[src/rtl/apple1_pkg.sv]
// -----------------------------------------------------------------------------
// apple1_pkg
// Shared constants for the Apple-1 style keyboard port.
//   KBD_ADDR      - CPU address of the keyboard data register (KBD)
//   KBDCR_ADDR    - CPU address of the keyboard control/status register (KBDCR)
//   KBD_READY_BIT - bit position of the "key ready" flag in both registers
// The register window decodes on A0 only, so kbd_reg_e names the two
// registers by that single address bit.
// -----------------------------------------------------------------------------
package apple1_pkg;

    localparam logic [15:0] KBD_ADDR      = 16'hD010;
    localparam logic [15:0] KBDCR_ADDR    = 16'hD011;
    localparam int          KBD_READY_BIT = 7;

    typedef enum logic {
        REG_KBD   = 1'b0,
        REG_KBDCR = 1'b1
    } kbd_reg_e;

endpackage

[src/rtl/kbd_fifo.sv]
// -----------------------------------------------------------------------------
// kbd_fifo
// Synchronous DEPTH x DATA_W FIFO with flush, used as the keyboard type-ahead.
// Push/pop arbitration lives here so the caller only presents requests.
//   sys_clock - rising-edge clock
//   reset     - synchronous, active-high; clears pointers and occupancy
//   flush     - synchronous clear, same effect as reset, wins over push/pop
//   push      - write request; accepted when not full, or full with a pop
//   push_data - value written at the tail
//   pop       - read request; accepted only when not empty
//   head      - entry at the head (valid when empty = 0)
//   count     - current occupancy, 0..DEPTH
//   empty     - occupancy is zero
//   pop_ok    - the pop request is accepted this cycle
//   dropped   - a push is refused because the FIFO is full and not popping
// -----------------------------------------------------------------------------
module kbd_fifo #(
    parameter int DEPTH  = 16,
    parameter int DATA_W = 7
) (
    input  logic                     sys_clock,
    input  logic                     reset,
    input  logic                     flush,
    input  logic                     push,
    input  logic [DATA_W-1:0]        push_data,
    input  logic                     pop,
    output logic [DATA_W-1:0]        head,
    output logic [$clog2(DEPTH):0]   count,
    output logic                     empty,
    output logic                     pop_ok,
    output logic                     dropped
);

    localparam int AW = $clog2(DEPTH);
    localparam int CW = AW + 1;

    logic [DATA_W-1:0] mem [DEPTH];
    logic [AW-1:0]     wr_ptr;
    logic [AW-1:0]     rd_ptr;
    logic              full;
    logic              push_ok;

    assign empty   = (count == '0);
    assign full    = (count == CW'(DEPTH));
    assign pop_ok  = pop & ~empty;
    // A full FIFO can still take a key if the head leaves in the same cycle.
    assign push_ok = push & (~full | pop_ok);
    assign dropped = push & full & ~pop_ok;
    assign head    = mem[rd_ptr];

    // NOTE: sequential state uses non-blocking assignments so every register
    // samples the pre-edge values, independent of statement order.
    always_ff @(posedge sys_clock) begin
        if (reset || flush) begin
            wr_ptr <= '0;
            rd_ptr <= '0;
            count  <= '0;
        end else begin
            // DEPTH is a power of two, so pointer wrap is plain overflow.
            if (push_ok) wr_ptr <= wr_ptr + AW'(1);
            if (pop_ok)  rd_ptr <= rd_ptr + AW'(1);
            case ({push_ok, pop_ok})
                2'b10:   count <= count + CW'(1);
                2'b01:   count <= count - CW'(1);
                default: count <= count;
            endcase
        end
    end

    // NOTE: the storage array has no reset; occupancy guards every read, so
    // clearing it would only add a reset fan-out to every RAM bit.
    always_ff @(posedge sys_clock) begin
        if (!reset && !flush && push_ok) begin
            mem[wr_ptr] <= push_data;
        end
    end

endmodule

[src/rtl/keyboard_buffer.sv]
// -----------------------------------------------------------------------------
// keyboard_buffer
// Apple-1 keyboard port (KBD / KBDCR at 0xD010-0xD011) with a type-ahead FIFO.
//   sys_clock - rising-edge system clock
//   reset     - synchronous, active-high
//   cpu_clken - CPU clock enable; qualifies every CPU access
//   key_valid - one-cycle key strobe from the key source
//   key_data  - ASCII code, bit 7 ignored
//   flush     - one-cycle request to empty the buffer, wins over push/pop
//   cs        - chip select for the register window
//   address   - A0: 0 = KBD data (read pops), 1 = KBDCR status
//   rd        - CPU read strobe
//   dout      - combinational register read data
//   count     - current FIFO occupancy
//   overflow  - one-cycle pulse after a key was dropped on a full buffer
// Build option: define KBD_UPCASE_EN to fold 'a'..'z' to 'A'..'Z' on entry.
// -----------------------------------------------------------------------------
module keyboard_buffer
    import apple1_pkg::*;
#(
    parameter int DEPTH  = 16,
    parameter int DATA_W = 7
) (
    input  logic                     sys_clock,
    input  logic                     reset,
    input  logic                     cpu_clken,
    input  logic                     key_valid,
    input  logic [7:0]               key_data,
    input  logic                     flush,
    input  logic                     cs,
    input  logic                     address,
    input  logic                     rd,
    output logic [7:0]               dout,
    output logic [$clog2(DEPTH):0]   count,
    output logic                     overflow
);

    kbd_reg_e          reg_sel;
    logic [6:0]        key_code;
    logic              pop_req;
    logic [DATA_W-1:0] head;
    logic              empty;
    logic              pop_ok;
    logic              dropped;
    logic [DATA_W-1:0] last_byte;
    logic [6:0]        head7;
    logic [6:0]        last7;

    assign reg_sel = kbd_reg_e'(address);
    assign pop_req = cpu_clken & cs & rd & (reg_sel == REG_KBD);

    // NOTE: always_comb assigns a default first so no path leaves a variable
    // unassigned, which would otherwise infer a latch.
    always_comb begin
        key_code = key_data[6:0];
`ifdef KBD_UPCASE_EN
        if (key_code >= 7'h61 && key_code <= 7'h7A) begin
            key_code = key_code - 7'h20;
        end
`endif
    end

    kbd_fifo #(
        .DEPTH  (DEPTH),
        .DATA_W (DATA_W)
    ) u_fifo (
        .sys_clock (sys_clock),
        .reset     (reset),
        .flush     (flush),
        .push      (key_valid),
        .push_data (DATA_W'(key_code)),
        .pop       (pop_req),
        .head      (head),
        .count     (count),
        .empty     (empty),
        .pop_ok    (pop_ok),
        .dropped   (dropped)
    );

    // KBD keeps showing the last consumed key (ready bit clear) once the
    // buffer drains, as the original single-latch Apple-1 port did.
    always_ff @(posedge sys_clock) begin
        if (reset || flush) begin
            last_byte <= '0;
            overflow  <= 1'b0;
        end else begin
            if (pop_ok) last_byte <= head;
            overflow <= dropped;
        end
    end

    assign head7 = 7'(head);
    assign last7 = 7'(last_byte);

    always_comb begin
        dout = 8'h00;
        case (reg_sel)
            REG_KBD:   dout = empty ? {1'b0, last7} : {1'b1, head7};
            REG_KBDCR: dout[KBD_READY_BIT] = ~empty;
            default:   dout = 8'h00;
        endcase
    end

endmodule

[config.mk]
export PLATFORM = sky130hd
export DESIGN_NAME = keyboard_buffer
export DESIGN_NICKNAME = d
export VERILOG_FILES = /design/src/rtl/apple1_pkg.sv /design/src/rtl/kbd_fifo.sv /design/src/rtl/keyboard_buffer.sv
export SDC_FILE = /design/constraint.sdc
export NUM_CORES = 1
export LEC_CHECK = 0
export CORE_UTILIZATION = 41
export DETAILED_ROUTE_END_ITERATION = 16
export GPL_ROUTABILITY_DRIVEN = 0
export PLACE_DENSITY_LB_ADDON = 0.05
export SLEW_MARGIN = 30
export SYNTH_ARGS = -nofsm -noshare
export SYNTH_HDL_FRONTEND = slang
export SYNTH_HIERARCHICAL = 1
export SYNTH_SLANG_ARGS = --single-unit
[constraint.sdc]
create_clock -name sys_clock -period 4.8 [get_ports sys_clock]
set_clock_uncertainty 0.2 [all_clocks]
set_input_delay 1.44 -clock sys_clock [delete_from_list [all_inputs] [get_ports sys_clock]]
set_output_delay 1.44 -clock sys_clock [all_outputs]
set_load 0.02 [all_outputs]
==> metrics.txt <==
status=finished, final reports clean; Final TNS setup=0 ps; switching power=around 0.53 mW; Tmin final=around 4600 ps; Die W=around 120 um; Clock Sinks=approximately 140; peak supply drop=roughly 0.4 mV; worst-margin pin slew=561 ps; layout cells sized above 1=between 15 and 20%; Post-DP HPWL=7010 um; CTS tree=yes; die height=120 um; critical path capture point type=output port; Cells after Synth=roughly 320; vias per cell=between 5 and 6; final hold vios=0; commonest cells after routing, fill and taps aside=112 x edfxtp_1, 48 x nor2_1, 28 x clkdlybuf4s50_1, 25 x dfxtp_1, 21 x mux4_1; Routed Wire Length=approximately 11000 um; cts repair resizes=0; Root Buffer=clkbuf_16; drt pass-1 iters=4; Fmax=between 200 and 250 MHz; max-cap violations=0; fin crit share=a little over nine tenths; Starting Density=between 40% and 50%; unrepaired setup endpoints after global routing=no; leakage=about 2.3 nW; placed inst area=just over 6000 um^2; DRC viols=0; power per cell area=between 400 and 500 nW/um^2; Post-DRT Antenna Nets=0; CTS clk-pin slew, worst paths=~60 ps; Setup Buffers After CTS=0; H-Tree Depth=4; antenna cells=0; initial antenna violation count=0; overflow left after global routing=0; cell taking the most area after synthesis=edfxtp_1; Post-Syn Area=~5700 um^2; Seq pwr share=between 40% and 50%; combinational power share=roughly 3.4%; Syn Nets=340; drt wl/cell=slightly below 20 um; global-route wire length before repair=around 17000 um; design area=~6800 um^2; Clk pwr share=50.1%; Cell Count, Final, Fillers Out=between 500 and 600; Total Routing Usage GR=17.4%; commonest non-fill, non-tap cell in the layout=edfxtp_1; row count=between 40 and 50; Worst EP arrival=roughly 3000 ps; TritonCTS buffer count=17; WP data required=between 3000 and 4000 ps; vias in the first global route=2966; Synth warnings=6; peak fanout along the critical path=28; I/O pins=30; syn_area_per_cell=between 15 and 20 um^2; Internal=2.25 mW; Max-slew headroom=a little over three fifths; area share of the largest cell type after synthesis=~59%; clk buf depth=2; post-synth cell types=37; Cells after DPL=between 500 and 600; Layout area overhead=20.1%; share of the yosys chip area belonging to registers=around two thirds; worst skew pair latency=between 400 and 500 ps; Crit Path Class=flip-flop to output port; Sw Ratio=approximately a fifth; 1st-iter DRT viols=~190; HP Class=flip-flop to flip-flop; cts hold-fix bufs=0; Final Setup Violations=0; Die ar.=approximately 14000 um^2; Slew Limit Fails=0; Synth area leaders=edfxtp_1 59%, mux4_1 9.7%, dfxtp_1 8.8%; Final Core Density=between 50% and 60%; startpoint types=flip-flop; core area=13300 um^2; largest net degree at the start of global routing=29; Final nets=391; port bufs=28; Vias=2847; Synth Register Bits=between 100 and 150
-- cells by family after synthesis --
kind of cell	synth area share, %
xor+xnor	1.70
buf+inv	3.15
simple gates	6.06
flops	68.1
mux	17.9
fa+ha+maj	1.54
compound gates	1.52
-- cells in the mapped netlist --
| master | n |
|---|---|
| xor2_1 | 4 |
| nand2_4 | 1 |
| mux2i_1 | 15 |
| o22ai_1 | 1 |
| mux4_1 | 21 |
| buf_4 | 2 |
| clkbuf_2 | 1 |
| or4_4 | 1 |
| o21ai_2 | 1 |
| and4b_1 | 1 |
| nor4_1 | 1 |
| a31oi_1 | 1 |
| dfxtp_1 | 25 |
| clkdlybuf4s25_2 | 1 |
| nor4b_1 | 1 |
| ha_1 | 7 |
| nor2b_1 | 3 |
| or3_1 | 1 |
| or2_1 | 1 |
| nand4_2 | 1 |
| inv_1 | 8 |
| xnor2_1 | 7 |
| mux4_2 | 14 |
| o31a_1 | 1 |
| nand4_1 | 1 |
| or2_2 | 3 |
| edfxtp_1 | 112 |
| clkbuf_8 | 4 |
| nand2_1 | 10 |
| buf_6 | 5 |
| a21oi_1 | 6 |
| nand3_1 | 2 |
| clkbuf_1 | 2 |
| o21ai_0 | 2 |
| o32ai_1 | 1 |
| o21a_1 | 1 |
| nor2_1 | 48 |
-- through the flow --
| stage | hold WS (ps) | total power, mW | setup slack, ps |
|---|---|---|---|
| after global placement | 272 | 1.41 | 414 |
| after CTS | 299 | 2.82 | 128 |
| after floorplan | 260 | 1.37 | 1260 |
| after detailed placement | 284 | 1.41 | 385 |
| after global routing | 329 | 2.88 | 23.5 |
| final | 294 | 2.78 | 185 |
-- state kept, by name, indices dropped and copies added, names as in the netlist, named ones only --
name           count
last7              7
overflow           1
u_fifo/count       5
u_fifo/mem       112
u_fifo/rd_ptr      4
u_fifo/wr_ptr      4
-- critical path: stages, from the launching register on --
cell and delay (ps):
dfxtp_1 360, buf_12 240, mux4_1 640, mux4_2 520, mux2i_1 180, nor2_1 60, clkdlybuf4s50_1 540
-- cell type report --
cell class / instances / area (um^2)
multi-input combinational: 157 / 1630
timing repair buffer: 47 / 435
clock inverter: 13 / 200
clock buffer: 19 / 433
inverter: 8 / 30.0
tap: 176 / 220
sequential: 137 / 3860
fill: 1119 / 6530
-- worst paths after layout --
path	cells after the start	slack, ps	endpoint	from
worst min-delay path	2	290	last7[1]$_SDFFE_PP0P_	last7[1]$_SDFFE_PP0P_
worst max-delay path	6	180	dout[0]	flip-flop
worst min register to register	2	290	last7[1]$_SDFFE_PP0P_	last7[1]$_SDFFE_PP0P_
worst max register to register	8	2230	u_fifo/count[4]$_SDFFE_PP0P_	u_fifo/count[0]$_SDFFE_PP0P_
-- layer usage --
metal | vias to the layer above | wire length (um) | global-route usage (%)
li1 | 1342 | - | -
met1 | 1424 | 5090 | 23.1
met2 | 66 | 5190 | 26.7
met3 | 15 | 472 | 5.61
met4 | 0 | 124 | 6.33
met5 | - | 0 | 0
-- power groups by stage --
stage	logic [mW]	clock network, mW	registers [mW]
finish	0.0947	1.39	1.29
global route	0.105	1.48	1.29
CTS	0.0961	1.43	1.29
detailed placement	0.0957	0	1.32
global placement	0.0942	0	1.32
floorplan	0.0509	0	1.32
No activity file was read; power rests on OpenSTA's default activity.
